`src/rtl/cpu_ctrl_pkg.sv`:
```
// Shared control-unit definitions: sequencer opcodes, condition-bus indices
// and the default micro-address width.
package cpu_ctrl_pkg;

  localparam int ADDR_W_DEFAULT = 8;
  localparam int COND_W         = 9;

  typedef enum logic [2:0] {
    SEQ_NEXT     = 3'd0,
    SEQ_JUMP_IF  = 3'd1,
    SEQ_CALL_IF  = 3'd2,
    SEQ_RET      = 3'd3,
    SEQ_DISPATCH = 3'd4,
    SEQ_HALT     = 3'd5
  } seq_op_e;

  // Condition bus layout: [0] constant true, then flag / inverted-flag pairs.
  localparam logic [3:0] COND_TRUE = 4'd0;
  localparam logic [3:0] COND_Z    = 4'd1;
  localparam logic [3:0] COND_NZ   = 4'd2;
  localparam logic [3:0] COND_C    = 4'd3;
  localparam logic [3:0] COND_NC   = 4'd4;
  localparam logic [3:0] COND_N    = 4'd5;
  localparam logic [3:0] COND_NN   = 4'd6;
  localparam logic [3:0] COND_V    = 4'd7;
  localparam logic [3:0] COND_NV   = 4'd8;
  localparam logic [3:0] COND_MAX  = COND_NV;

  function automatic logic cond_sel_legal(input logic [3:0] sel);
    return sel <= COND_MAX;
  endfunction

endpackage

```
`src/rtl/micro_stack.sv`:
```
// Small LIFO for microcode return addresses. Only the stack pointer is reset;
// entry contents are left as they are.
module micro_stack #(
  parameter int DEPTH  = 4,
  parameter int DATA_W = 8
) (
  input  logic              clk,
  input  logic              reset_n,
  input  logic              push,
  input  logic              pop,
  input  logic [DATA_W-1:0] push_data,
  output logic [DATA_W-1:0] top,
  output logic              full,
  output logic              empty
);

  localparam int SP_W  = $clog2(DEPTH + 1);
  localparam int IDX_W = $clog2(DEPTH);

  logic [SP_W-1:0]   r_sp;
  logic [DATA_W-1:0] r_mem [DEPTH];
  logic [IDX_W-1:0]  w_wr_idx;
  logic [IDX_W-1:0]  w_top_idx;
  logic              w_do_push;
  logic              w_do_pop;

  assign full      = (r_sp == SP_W'(DEPTH));
  assign empty     = (r_sp == '0);
  assign w_do_push = push && !full;
  assign w_do_pop  = pop && !empty;
  // DEPTH is a power of two, so truncating sp gives the slot index directly.
  assign w_wr_idx  = IDX_W'(r_sp);
  assign w_top_idx = IDX_W'(r_sp - SP_W'(1));
  assign top       = r_mem[w_top_idx];

  always_ff @(posedge clk) begin
    if (!reset_n) begin
      r_sp <= '0;
    end else if (w_do_push) begin
      r_sp <= r_sp + SP_W'(1);
    end else if (w_do_pop) begin
      r_sp <= r_sp - SP_W'(1);
    end
  end

  always_ff @(posedge clk) begin
    if (w_do_push) begin
      r_mem[w_wr_idx] <= push_data;
    end
  end

endmodule

```
`src/rtl/micro_sequencer.sv`:
```
// Microprogram sequencer: selects a branch condition, computes the next
// micro-address and manages the call/return stack for the control store.
module micro_sequencer
  import cpu_ctrl_pkg::*;
#(
  parameter int                ADDR_W      = ADDR_W_DEFAULT,
  parameter int                STACK_DEPTH = 4,
  parameter logic [ADDR_W-1:0] RESET_ADDR  = '0
) (
  input  logic              clk,
  input  logic              reset_n,
  input  logic [COND_W-1:0] conditional_wires,
  input  logic [3:0]        cond_sel,
  input  logic [2:0]        seq_op,
  input  logic [ADDR_W-1:0] branch_addr,
  input  logic [ADDR_W-1:0] dispatch_addr,
  input  logic              stall,
  output logic [ADDR_W-1:0] upc,
  output logic              halted,
  output logic              cond_taken,
  output logic              seq_err
);

  logic [ADDR_W-1:0] r_upc;
  logic              r_halted;
  logic              r_seq_err;

  logic [ADDR_W-1:0] w_upc_next;
  logic [ADDR_W-1:0] w_upc_inc;
  logic [ADDR_W-1:0] w_stack_top;
  logic              w_halted_next;
  logic              w_err_next;
  logic              w_cond;
  logic              w_push;
  logic              w_pop;
  logic              w_stack_full;
  logic              w_stack_empty;
  logic              w_active;

  assign w_cond     = cond_sel_legal(cond_sel) ? conditional_wires[cond_sel] : 1'b0;
  assign w_upc_inc  = r_upc + ADDR_W'(1);
  assign w_active   = !r_halted && !stall;
  assign cond_taken = w_cond;

  micro_stack #(
    .DEPTH  (STACK_DEPTH),
    .DATA_W (ADDR_W)
  ) u_stack (
    .clk       (clk),
    .reset_n   (reset_n),
    .push      (w_push),
    .pop       (w_pop),
    .push_data (w_upc_inc),
    .top       (w_stack_top),
    .full      (w_stack_full),
    .empty     (w_stack_empty)
  );

  always_comb begin
    w_upc_next    = r_upc;
    w_halted_next = r_halted;
    w_err_next    = 1'b0;
    w_push        = 1'b0;
    w_pop         = 1'b0;
    if (w_active) begin
      w_err_next = !cond_sel_legal(cond_sel);
      case (seq_op)
        SEQ_NEXT:    w_upc_next = w_upc_inc;
        SEQ_JUMP_IF: w_upc_next = w_cond ? branch_addr : w_upc_inc;
        SEQ_CALL_IF: begin
          if (w_cond) begin
            // A full stack still takes the branch; the lost return is flagged.
            w_upc_next = branch_addr;
            w_push     = !w_stack_full;
            if (w_stack_full) w_err_next = 1'b1;
          end else begin
            w_upc_next = w_upc_inc;
          end
        end
        SEQ_RET: begin
          if (w_stack_empty) begin
            w_upc_next = RESET_ADDR;
            w_err_next = 1'b1;
          end else begin
            w_upc_next = w_stack_top;
            w_pop      = 1'b1;
          end
        end
        SEQ_DISPATCH: w_upc_next = dispatch_addr;
        SEQ_HALT:     w_halted_next = 1'b1;
        default: begin
          w_upc_next = w_upc_inc;
          w_err_next = 1'b1;
        end
      endcase
    end
  end

  always_ff @(posedge clk) begin
    if (!reset_n) begin
      r_upc     <= RESET_ADDR;
      r_halted  <= 1'b0;
      r_seq_err <= 1'b0;
    end else begin
      r_upc     <= w_upc_next;
      r_halted  <= w_halted_next;
      r_seq_err <= w_err_next;
    end
  end

  assign upc     = r_upc;
  assign halted  = r_halted;
  assign seq_err = r_seq_err;

endmodule

```
`config.mk`:
```
export PLATFORM = sky130hd
export DESIGN_NAME = micro_sequencer
export DESIGN_NICKNAME = d
export VERILOG_FILES = /design/src/rtl/cpu_ctrl_pkg.sv /design/src/rtl/micro_stack.sv /design/src/rtl/micro_sequencer.sv
export SDC_FILE = /design/constraint.sdc
export NUM_CORES = 1
export LEC_CHECK = 0
export BUFFER_PORTS_ARGS = -buffer_cell sky130_fd_sc_hd__buf_2
export CORE_UTILIZATION = 56
export CTS_CLUSTER_SIZE = 14
export DETAILED_ROUTE_END_ITERATION = 7
export GPL_ROUTABILITY_DRIVEN = 1
export HOLD_SLACK_MARGIN = 0.02
export PLACE_DENSITY = 0.78
export RECOVER_POWER = 50
export SYNTH_ARGS = -nofsm -noshare
export SYNTH_HDL_FRONTEND = slang
export SYNTH_SLANG_ARGS = --single-unit
```
`constraint.sdc`:
```
create_clock -name clk -period 3.1 [get_ports clk]
set_input_delay 0.62 -clock clk [delete_from_list [all_inputs] [get_ports clk]]
set_output_delay 0.62 -clock clk [all_outputs]
set_load 0.005 [all_outputs]
```
==> reports/metrics.csv, run 1 <==
stage,metric,value,unit
status,outcome,"complete, no violations",
global_route,antenna_found_initial,0,
critical_path,cp_slowest_cell,a31oi_1,
synth,synth_top_area_cell,edfxtp_1,
final_layout,stdcell_count,331,
power,p_sw,334,uW
sta,hold_violations,0,
sta,tns,0,ps
floorplan,die_y,69.5,um
floorplan,start_util,58.6,%
clock_network,clock-sinks,45,
place,port_buffers,45,
sta,slew_viol_final,0,
synth,synthTopCellsByArea,"edfxtp_1 38%, dfxtp_1 10%, mux4_1 7.2%",
synth,synthAdderAreaFrac,2.94,%
synth,synth.distinct_cells,49,
critical_path,rr_worst_depth,7,
power,p_int,902,uW
power,clkPwrFrac,31.3,%
critical_path,crit_path_frequent_cell,buf_2,
critical_path,cp_data_required_time,2480,ps
clock_network,postCtsSetupBuffers,0,
floorplan,core-area,4350,um2
critical_path,crit_path_max_incr_delay,690,ps
floorplan,rows,24,
place,place_inst,323,
clock_network,cts-root-buf,clkbuf_8,
detailed_routing,drc_errors,0,
final_layout,syn2layout_area_growth,13.4,%
synth,yosysSeqAreaShare,47.9,%
global_route,grt_use_total,24.8,%
detailed_routing,first_iter_violations,229,
synth,synth_mux_area_share,11.8,%
clock_network,htree_levels,2,
sta,setup_viol,0,
floorplan,ios,46,
final_layout,final_core_util,66.4,%
power,switching_share,27.0,%
final_layout,antenna_cells,0,
detailed_routing,routed_wl,5710,um
job,drv_cap,0,
detailed_routing,routedWlPerCell,17.2,um
place,hpwl,4290,um
worst_hold_path,hold_class,flop to flop,
power,seqPwrFrac,54.6,%
detailed_routing,drtPass1Iterations,4,
sta,finClkSkew,11.9,ps
critical_path,cp_cell_sequence,buf_2 -> nor3_1 -> and3_1 -> a31oi_1 -> inv_2 -> buf_2,
critical_path,path_max_fanout,11,
clock_network,clk_latency,300,ps
detailed_routing,vias_per_cell,6.02,
power,cellLeakagePower,0.00113,uW
global_route,grt_pass1_wl,9290,um
detailed_routing,vias,1994,
synth,netlist_area,2550,um2
floorplan,die_area,4830,um2
power,power.density,427,nW/um2
synth,synth_xor_area_share,3.43,%
critical_path,arrival,2080,ps
critical_path,r2r_slack,570,ps
critical_path,cp-start-kind,input pin,
clock_network,cts_resized,0,
sta,fin_crit,2700,ps
synth,synth_edf_count,32,
power,peakVddDrop,0.326,mV
sta,relSlewSlack,42.7,%
final_layout,drive_gt1_share,19.7,%
critical_path,worst-setup-path-type,input pin to output port,
critical_path,cp-end-kind,output port,
sta,min_period_over_period,87.2,%
power,combPwrFrac,14.1,%
clock_network,cts_tree,built,
synth,ys_top_cells_by_count,"32 x edfxtp_1, 21 x nand2_1, 17 x nor2_1",
global_route,grt_max_degree,18,
synth,synth_top_family_by_area,compound AO/OA/AOI/OAI gates,
sta,worst_pin_slew,855,ps
synth,async_flop_share,0,%
synth,synth-seq-cells,45,
sta,grt_setup_unrepaired,no,
synth,synth_warnings,0,
synth,synth_compound_area_share,15.8,%
global_route,grt.overflow.total,0,
clock_network,numCtsBuffers,5,
final_layout,finalNetCount,319,
synth,syn_avg_cell_area,10.9,um2
synth,synthFlopType,edfxtp_1,
clock_network,clockBufferDepth,2,
clock_network,clkTransAtPathRegs,90,ps
detailed_routing,detail-route-antenna-nets,0,
sta,max_freq,370,MHz
worst_hold_path,whs_path_depth,2,
place,place_ws,383,ps
floorplan,die_w,69.5,um
synth,synth_most_common_cell,edfxtp_1,
global_route,first_global_vias,1937,
clock_network,hold_buffers,0,
sta,worst_slack,396,ps
synth,synth_fp_nets,274,
place,gp_congestion,0.850,
sta,whs,490,ps
synth,netlist_instances,233,
synth,synth-simple-area-share,14.4,%
synth,synth.top_cell.area_share,37.7,%
==> sequential cells by signal, indices dropped and copies added (netlist names) <==
register,cells
upc,8
u_stack.r_sp,3
u_stack.r_mem,32
seq_err,1
halted,1
==> placed cells by master (no fill, tap or decap), types with 6 or more instances in the layout <==
cell type	instances
a21oi_1	12
a22oi_1	7
buf_2	39
clkbuf_1	6
dfxtp_1	13
edfxtp_1	32
ha_1	6
inv_1	12
mux4_1	7
nand2_1	21
nand3_1	6
nor2_1	17
o21ai_0	9
xor2_1	7
==> final timing paths <==
check | startpoint | to
max | cond_sel[2] | cond_taken
min | u_stack.r_sp[2] | u_stack.r_sp[2]
max reg2reg | u_stack.r_sp[1] | upc[2]
min reg2reg | u_stack.r_sp[2] | u_stack.r_sp[2]
==> power by group through the flow <==
stage / combinational, uW / sequential, uW / clock, uW
after detailed placement: 175 / 687 / 0
after global placement: 173 / 688 / 0
after CTS: 176 / 673 / 401
after global routing: 192 / 676 / 429
after floorplan: 108 / 685 / 0
final: 174 / 674 / 387
==> layout make-up <==
class	count	area [um2]
clock buffer	5	68.8
clock inverter	3	28.8
fill	345	1460
inverter	13	48.8
multi-input combinational	165	1220
sequential	45	1220
tap	52	65.1
timing repair buffer	48	240
==> metal layers <==
metal	wire length, um	global-route usage, %	part of all wire (%)	vias up
met5	0	0	0	-
met4	44	9.52	0.77	0
li1	-	-	-	984
met2	2690	38.6	47	80
met3	408	5.23	7.2	6
met1	2560	34.2	45	924
==> stage by stage <==
stage          total power [uW]  area, um2
6_report                   1240       2890
2_1_floorplan               793       2550
3_5_place_dp                862       2820
3_3_place_gp                861       2820
5_1_grt                    1300       2890
4_1_cts                    1250       2910
==> kinds of logic (layout without fill, tap and decap cells) <==
logic type / Yosys count / after routing
multiplexers: 17 / 17
buffers and inverters: 23 / 69
flip-flops: 45 / 45
XOR/XNOR: 10 / 10
AND/OR/NAND/NOR: 74 / 74
AO/OA/AOI/OAI: 58 / 58
adder cells (fa/ha/maj): 6 / 6
==> worst max-delay path: cells and delay by family <==
kind | cells | cell delay, ps
buf+inv | 3 | 380
simple gates | 2 | 390
compound gates | 1 | 690
Note: power is estimated with default switching activity, not from simulation.
==> run 2: changes to the inputs <==
- ABC_AREA: default -> 1
==> run 2 against run 1 <==
Compared with the run above:
- the run now ends with design-rule violations left
- combinational power increased by 14%
- power increased by 2.2%
- clock skew decreased by 0.80 ps
- sequential share of layout area decreased by 1.9 points
- critical path depth decreased by 1
- clock power increased by 2%
- global-route usage increased by 0.12 points
- register-to-register slack improved by 240 ps
- first-iteration DRC count decreased by 41%
- count of clock-buffer cells in the layout unchanged
- fmax increased by 15%
==> reports/metrics.csv, run 2 <==
stage,metric,value,unit,change
floorplan,rows,24,,unchanged
clock_network,numCtsBuffers,5,,unchanged
final_layout,largest_reg_flops,32,,unchanged
sta,relSlewSlack,52.1,%,was 42.7%
clock_network,cts_tree,built,,unchanged
sta,tns,0,ps,unchanged
synth,synth-seq-cells,45,,unchanged
place,port_buffers,45,,unchanged
clock_network,clockBufferDepth,2,,unchanged
floorplan,die_area,5090,um2,was 4830 um2
global_route,antenna_found_initial,0,,unchanged
global_route,grt_use_total,24.9,%,was 24.8%
place,post_dp_cell_area,2930,um2,was 2820 um2
sta,max_freq,427,MHz,was 370 MHz
sta,fin_crit,2340,ps,was 2700 ps
critical_path,cp_data_required_time,2480,ps,about the same
floorplan,core-area,4470,um2,was 4350 um2
detailed_routing,detail-route-antenna-nets,0,,unchanged
floorplan,start_util,60.2,%,was 58.6%
clock_network,clk_latency,310,ps,was 300 ps
worst_hold_path,hold_class,flop to flop,,unchanged
sta,hold_violations,0,,unchanged
synth,async_flop_share,0,%,unchanged
synth,ys_top_cells_by_count,"86 x nand2_1, 58 x nand3_1, 45 x inv_1",,"was 32 x edfxtp_1, 21 x nand2_1, 17 x nor2_1"
clock_network,hold_buffers,0,,unchanged
power,peakVddDrop,0.345,mV,was 0.326 mV
critical_path,cp_cell_sequence,buf_2 -> nor4_2 -> nand2_2 -> nand2_4 -> buf_2,,was buf_2 -> nor3_1 -> and3_1 -> a31oi_1 -> inv_2 -> buf_2
synth,synth_fp_nets,379,,was 274
synth,synth.distinct_cells,30,,was 49
place,hpwl,4340,um,was 4290 um
sta,worst_pin_slew,715,ps,was 855 ps
detailed_routing,drtPass1Iterations,7,,was 4
floorplan,ios,46,,unchanged
global_route,grt.overflow.total,0,,unchanged
sta,grt_setup_unrepaired,no,,unchanged
status,outcome,finished with violations,,"was complete, no violations"
synth,synth_most_common_cell,nand2_1,,was edfxtp_1
power,power.density,417,nW/um2,was 427 nW/um2
clock_network,postCtsSetupBuffers,0,,unchanged
global_route,grt_pass1_wl,9850,um,was 9290 um
final_layout,nFillCells,392,,was 345
global_route,grt_max_degree,21,,was 18
global_route,first_global_vias,2163,,was 1937
detailed_routing,vias_per_cell,5.30,,was 6.02
synth,synth_warnings,0,,unchanged
synth,synth_edf_count,32,,unchanged
final_layout,top_register,u_stack.r_mem,,unchanged
clock_network,cts_resized,0,,unchanged
synth,synthFlopType,edfxtp_1,,unchanged
floorplan,die_y,71.3,um,was 69.5 um
final_layout,drive_gt1_share,24.2,%,was 19.7%
critical_path,path_max_fanout,11,,unchanged
critical_path,crit_path_frequent_cell,buf_2,,unchanged
synth,syn_avg_cell_area,7.96,um2,was 10.9 um2
sta,finClkSkew,11.1,ps,was 11.9 ps
final_layout,finalNetCount,425,,was 319
sta,slew_viol_final,0,,unchanged
synth,synthTopCellsByArea,"edfxtp_1 36%, nand2_1 12%, nand3_1 11%",,"was edfxtp_1 38%, dfxtp_1 10%, mux4_1 7.2%"
critical_path,crit_family,simple AND/OR/NAND/NOR gates,,was compound AO/OA/AOI/OAI gates
critical_path,cp-start-kind,input pin,,unchanged
final_layout,final_common_cell,nand2_1,,was buf_2
synth,netlist_instances,338,,was 233
critical_path,cp-end-kind,output port,,unchanged
detailed_routing,drc_errors,3,,was 0
synth,synth_top_area_cell,edfxtp_1,,unchanged
clock_network,cts-root-buf,clkbuf_8,,unchanged
final_layout,final_area,3030,um2,was 2890 um2
clock_network,htree_levels,2,,unchanged
sta,setup_viol,0,,unchanged
final_layout,syn2layout_area_growth,12.4,%,was 13.4%
clock_network,clock-sinks,45,,unchanged
critical_path,worst-setup-path-type,input pin to output port,,unchanged
synth,netlist_area,2690,um2,was 2550 um2
power,cellLeakagePower,0.00142,uW,was 0.00113 uW
detailed_routing,routedWlPerCell,13.0,um,was 17.2 um
synth,synth.top_cell.area_share,35.7,%,was 37.7%
synth,yosysSeqAreaShare,45.4,%,was 47.9%
status,violations,design-rule violations,,
clock_network,clkTransAtPathRegs,90,ps,about the same
job,drv_cap,0,,unchanged
detailed_routing,first_iter_violations,135,,was 229
place,gp_congestion,0.896,,was 0.850
critical_path,crit_path_max_incr_delay,360,ps,was 690 ps
final_layout,antenna_cells,0,,unchanged
critical_path,cp_slowest_cell,nor4_2,,was a31oi_1
final_layout,final_cell_mix,"86 x nand2_1, 58 x nand3_1, 45 x inv_1, 42 x buf_2, 32 x edfxtp_1",,"was 39 x buf_2, 32 x edfxtp_1, 21 x nand2_1, 17 x nor2_1, 13 x dfxtp_1"
detailed_routing,vias,2314,,was 1994
sta,min_period_over_period,75.6,%,was 87.2%
critical_path,arrival,1720,ps,was 2080 ps
floorplan,die_w,71.3,um,was 69.5 um
detailed_routing,routed_wl,5680,um,was 5710 um
critical_path,crit_buf_inv,2,,was 3
## run 2: cell types whose count changed after synthesis, moves of 6 or more
cell      previous run  this run
a22oi_1              7         0
inv_1               12        45
a21oi_2              0         9
clkbuf_1             7         1
nand3_1              6        58
nand2_2              0        12
mux4_1               7         0
nand2_1             21        86
inv_2                1        13
## run 2: per-stage QoR
| stage | power [uW] | std cells | utilization, % | hold slack [ps] | setup slack (ps) |
|---|---|---|---|---|---|
| after floorplan | 818 | 338 | - | 497 | 835 |
| after global placement | 876 | 429 | 65.5 | 493 | 586 |
| after detailed placement | 880 | 429 | 65.5 | 504 | 424 |
| after CTS | 1270 | 437 | 67.7 | 519 | 742 |
| after global routing | 1320 | 437 | 67.6 | 544 | 595 |
| final | 1260 | 437 | 67.6 | 519 | 757 |
## run 2: metal layers
metal | wire [um] | track usage (%) | up-vias
met5 | 0 | 0 | -
met4 | 55 | 6.00 | 0
met3 | 359 | 4.78 | 7
met2 | 2760 | 40.8 | 76
met1 | 2510 | 34.3 | 1046
li1 | - | - | 1185
## run 2: area by class of cell
type,count,area [um2],area share (%)
clock inverters,3,28.8,0.951
repair buffers,46,229,7.57
flip-flops and latches,45,1220,40.4
multi-input cells,227,1190,39.4
well taps,52,65.1,2.15
inverters,59,221,7.32
clock buffers,5,68.8,2.27
## run 2: worst paths after layout
kind | endpoint | slack [ps] | depth (start not counted) | from
min reg2reg | upc[1] | 520 | 2 | upc[1]
min | upc[1] | 520 | 2 | upc[1]
max | cond_taken | 760 | 5 | cond_sel[0]
max reg2reg | u_stack.r_mem[0][7] | 810 | 7 | u_stack.r_sp[0]
## run 2: cell families after synthesis
family          Yosys count  synth area share, %
simple gates            184                 32.4
flops                    45                 45.4
xor+xnor                  5                 1.63
buf+inv                  66                 10.4
compound gates           32                 7.44
fa+ha+maj                 6                 2.79
## run 2: report_power, final
part / leakage [uW] / total, uW / switching, uW / internal (uW)
clock network: 0.0000511 / 395 / 225 / 170
logic: 0.000974 / 198 / 126 / 72.6
registers: 0.000392 / 669 / 12.4 / 657
total: 0.00142 / 1260 / 363 / 900
## run 2: tightest hold or removal path: cells and delay by family (launching register included)
| kind | cells | cell delay (ps) |
|---|---|---|
| AND/OR/NAND/NOR | 1 | 90 |
| flip-flops | 1 | 340 |
| AO/OA/AOI/OAI | 1 | 50 |
==> run 3: changes to the inputs <==
- CORE_UTILIZATION: 56 -> 51
- PLACE_DENSITY: 0.78 -> 0.74
- clock period: 3.1 -> 2.1 ns (I/O delays scaled with it)
==> run 3 against run 2 <==
Compared with the run above:
- the flow now finishes without violations
- first-iteration DRC count increased by 0.74%
- clock power grew 34%
- cell count grew 6.2%
- routed wire length rose by 3.0%
- hold slack worse by 140 ps
- highest routed layer unchanged
==> reports/metrics.csv, run 3 (synthesized netlist as in run 2, its figures left out) <==
stage,metric,value,unit,change
status,outcome,"complete, no violations",,was finished with violations
sta,setup_viol,0,,unchanged
floorplan,die_w,74.6,um,was 71.3 um
clock_network,cts_tree,built,,unchanged
final_layout,top_register,u_stack.r_mem,,unchanged
floorplan,ios,46,,unchanged
clock_network,clkTransAtPathRegs,90,ps,about the same
critical_path,cp_slowest_cell,dfxtp_1,,was nor4_2
critical_path,path_max_fanout,10,,was 11
clock_network,clockBufferDepth,2,,unchanged
floorplan,die_area,5570,um2,was 5090 um2
power,total_power,1820,uW,was 1260 uW
clock_network,hold_buffers,0,,unchanged
detailed_routing,detail-route-antenna-nets,0,,unchanged
detailed_routing,routedWlPerCell,12.6,um,was 13.0 um
global_route,grt.overflow.total,0,,unchanged
floorplan,rows,26,,was 24
final_layout,final_cell_mix,"86 x nand2_1, 58 x nand3_1, 45 x inv_1, 41 x buf_2, 32 x edfxtp_1",,"was 86 x nand2_1, 58 x nand3_1, 45 x inv_1, 42 x buf_2, 32 x edfxtp_1"
final_layout,final_area,3110,um2,was 3030 um2
clock_network,htree_levels,2,,unchanged
final_layout,antenna_cells,0,,unchanged
sta,finClkSkew,6.33,ps,was 11.1 ps
place,gp_congestion,0.873,,was 0.896
critical_path,arrival,1900,ps,was 1720 ps
floorplan,die_y,74.6,um,was 71.3 um
floorplan,start_util,52.7,%,was 60.2%
clock_network,clk_latency,290,ps,was 310 ps
critical_path,cp_data_required_time,2050,ps,was 2480 ps
sta,min_period_over_period,92.9,%,
detailed_routing,vias_per_cell,5.07,,was 5.30
job,drv_cap,0,,unchanged
global_route,grt_pass1_wl,9590,um,was 9850 um
clock_network,numCtsBuffers,5,,unchanged
critical_path,crit_path_max_incr_delay,360,ps,about the same
sta,fin_crit,1950,ps,
sta,grt_setup_unrepaired,yes,,was no
clock_network,cts_resized,0,,unchanged
place,post_dp_cell_area,3030,um2,was 2930 um2
critical_path,crit_family,simple AND/OR/NAND/NOR gates,,unchanged
sta,worst_pin_slew,577,ps,was 715 ps
place,hpwl,4520,um,was 4340 um
detailed_routing,drc_errors,0,,was 3
final_layout,syn2layout_area_growth,15.7,%,was 12.4%
sta,slew_viol_final,0,,unchanged
global_route,grt_use_total,23.1,%,was 24.9%
power,peakVddDrop,0.463,mV,was 0.345 mV
critical_path,worst-setup-path-type,flop to flop,,was input pin to output port
sta,tns,0,ps,unchanged
detailed_routing,drtPass1Iterations,5,,was 7
critical_path,cp-start-kind,flop,,was input pin
global_route,first_global_vias,2226,,was 2163
sta,relSlewSlack,61.5,%,was 52.1%
detailed_routing,routed_wl,5850,um,was 5680 um
global_route,antenna_found_initial,0,,unchanged
clock_network,clock-sinks,45,,unchanged
worst_hold_path,hold_class,input pin to flop,,was flop to flop
global_route,grt_max_degree,21,,unchanged
final_layout,nFillCells,469,,was 392
critical_path,crit_buf_inv,2,,unchanged
detailed_routing,vias,2351,,was 2314
final_layout,drive_gt1_share,26.4,%,was 24.2%
floorplan,core-area,5110,um2,was 4470 um2
critical_path,cp-end-kind,flop,,was output port
place,port_buffers,45,,unchanged
final_layout,largest_reg_flops,32,,unchanged
critical_path,cp_cell_sequence,inv_1 -> ha_1 -> nand2_1 -> inv_1 -> nor4_2 -> nand2_4 -> nor2_2,,was buf_2 -> nor4_2 -> nand2_2 -> nand2_4 -> buf_2
clock_network,cts-root-buf,clkbuf_8,,unchanged
sta,max_freq,513,MHz,
final_layout,finalNetCount,434,,was 425
sta,hold_violations,0,,unchanged
detailed_routing,first_iter_violations,136,,was 135
power,cellLeakagePower,0.00144,uW,was 0.00142 uW
critical_path,crit_path_frequent_cell,inv_1,,was buf_2
power,power.density,586,nW/um2,was 417 nW/um2
final_layout,final_common_cell,nand2_1,,unchanged
==> run 3: cell count changes in the layout (fill, tap and decap cells not counted) <==
cell        change
buf_2           -1
inv_8           -1
buf_4           +8
clkinvlp_4      +1
nor2_2          +4
clkbuf_1        +2
inv_6           -1
nor2_1          -4
clkinv_2        +1
==> run 3: power by group <==
part / internal [uW] / leakage (uW) / switching, uW
sequential: 970 / 0.000392 / 19.3
combinational: 116 / 0.00101 / 188
clock: 236 / 0.0000445 / 293
total: 1320 / 0.00144 / 501
==> run 3: tightest hold or removal path, stage by stage <==
cell     delay (ps)
buf_2           120
nand2_1          60
nor2_1           40
==> run 3: area by class of cell <==
cell class,count,area [um2],area share (%)
flip-flops and latches,45,1220,39.2
multi-input cells,227,1200,38.6
repair buffers,55,292,9.36
inverters,59,221,7.11
well taps,70,87.6,2.81
clock buffers,5,68.8,2.21
clock inverters,3,21.3,0.683
==> run 3: path summary, 6_finish.rpt <==
kind              startpoint                   to  slack (ps)  depth (start not counted)
max reg2reg  u_stack.r_sp[1]  u_stack.r_mem[3][6]         150                          7
max          u_stack.r_sp[1]  u_stack.r_mem[3][6]         150                          7
min reg2reg           upc[6]               upc[6]         520                          2
min                  reset_n              seq_err         380                          3
==> run 3: repair_timing <==
action,4_1_cts,5_1_grt
setup buffers,0,0
endpoints found under the setup margin,0,32
hold endpoints to repair,0,0
==> run 3: stage by stage <==
stage | std cells | setup WS (ps) | utilization, % | hold slack, ps
CTS | 464 | 143 | 61.1 | 376
global route | 464 | -31.6 | 61.0 | 382
detailed placement | 456 | 125 | 59.4 | 498
global placement | 456 | 192 | 59.4 | 494
floorplan | 338 | -27.2 | - | 497
finish | 464 | 149 | 61.0 | 380
==> run 3: layer usage <==
layer	up-vias	GRT usage [%]	wire length (um)
li1	1199	-	-
met3	12	3.75	289
met1	1077	30.8	2690
met5	-	0	0
met4	0	8.39	114
met2	63	38.3	2760
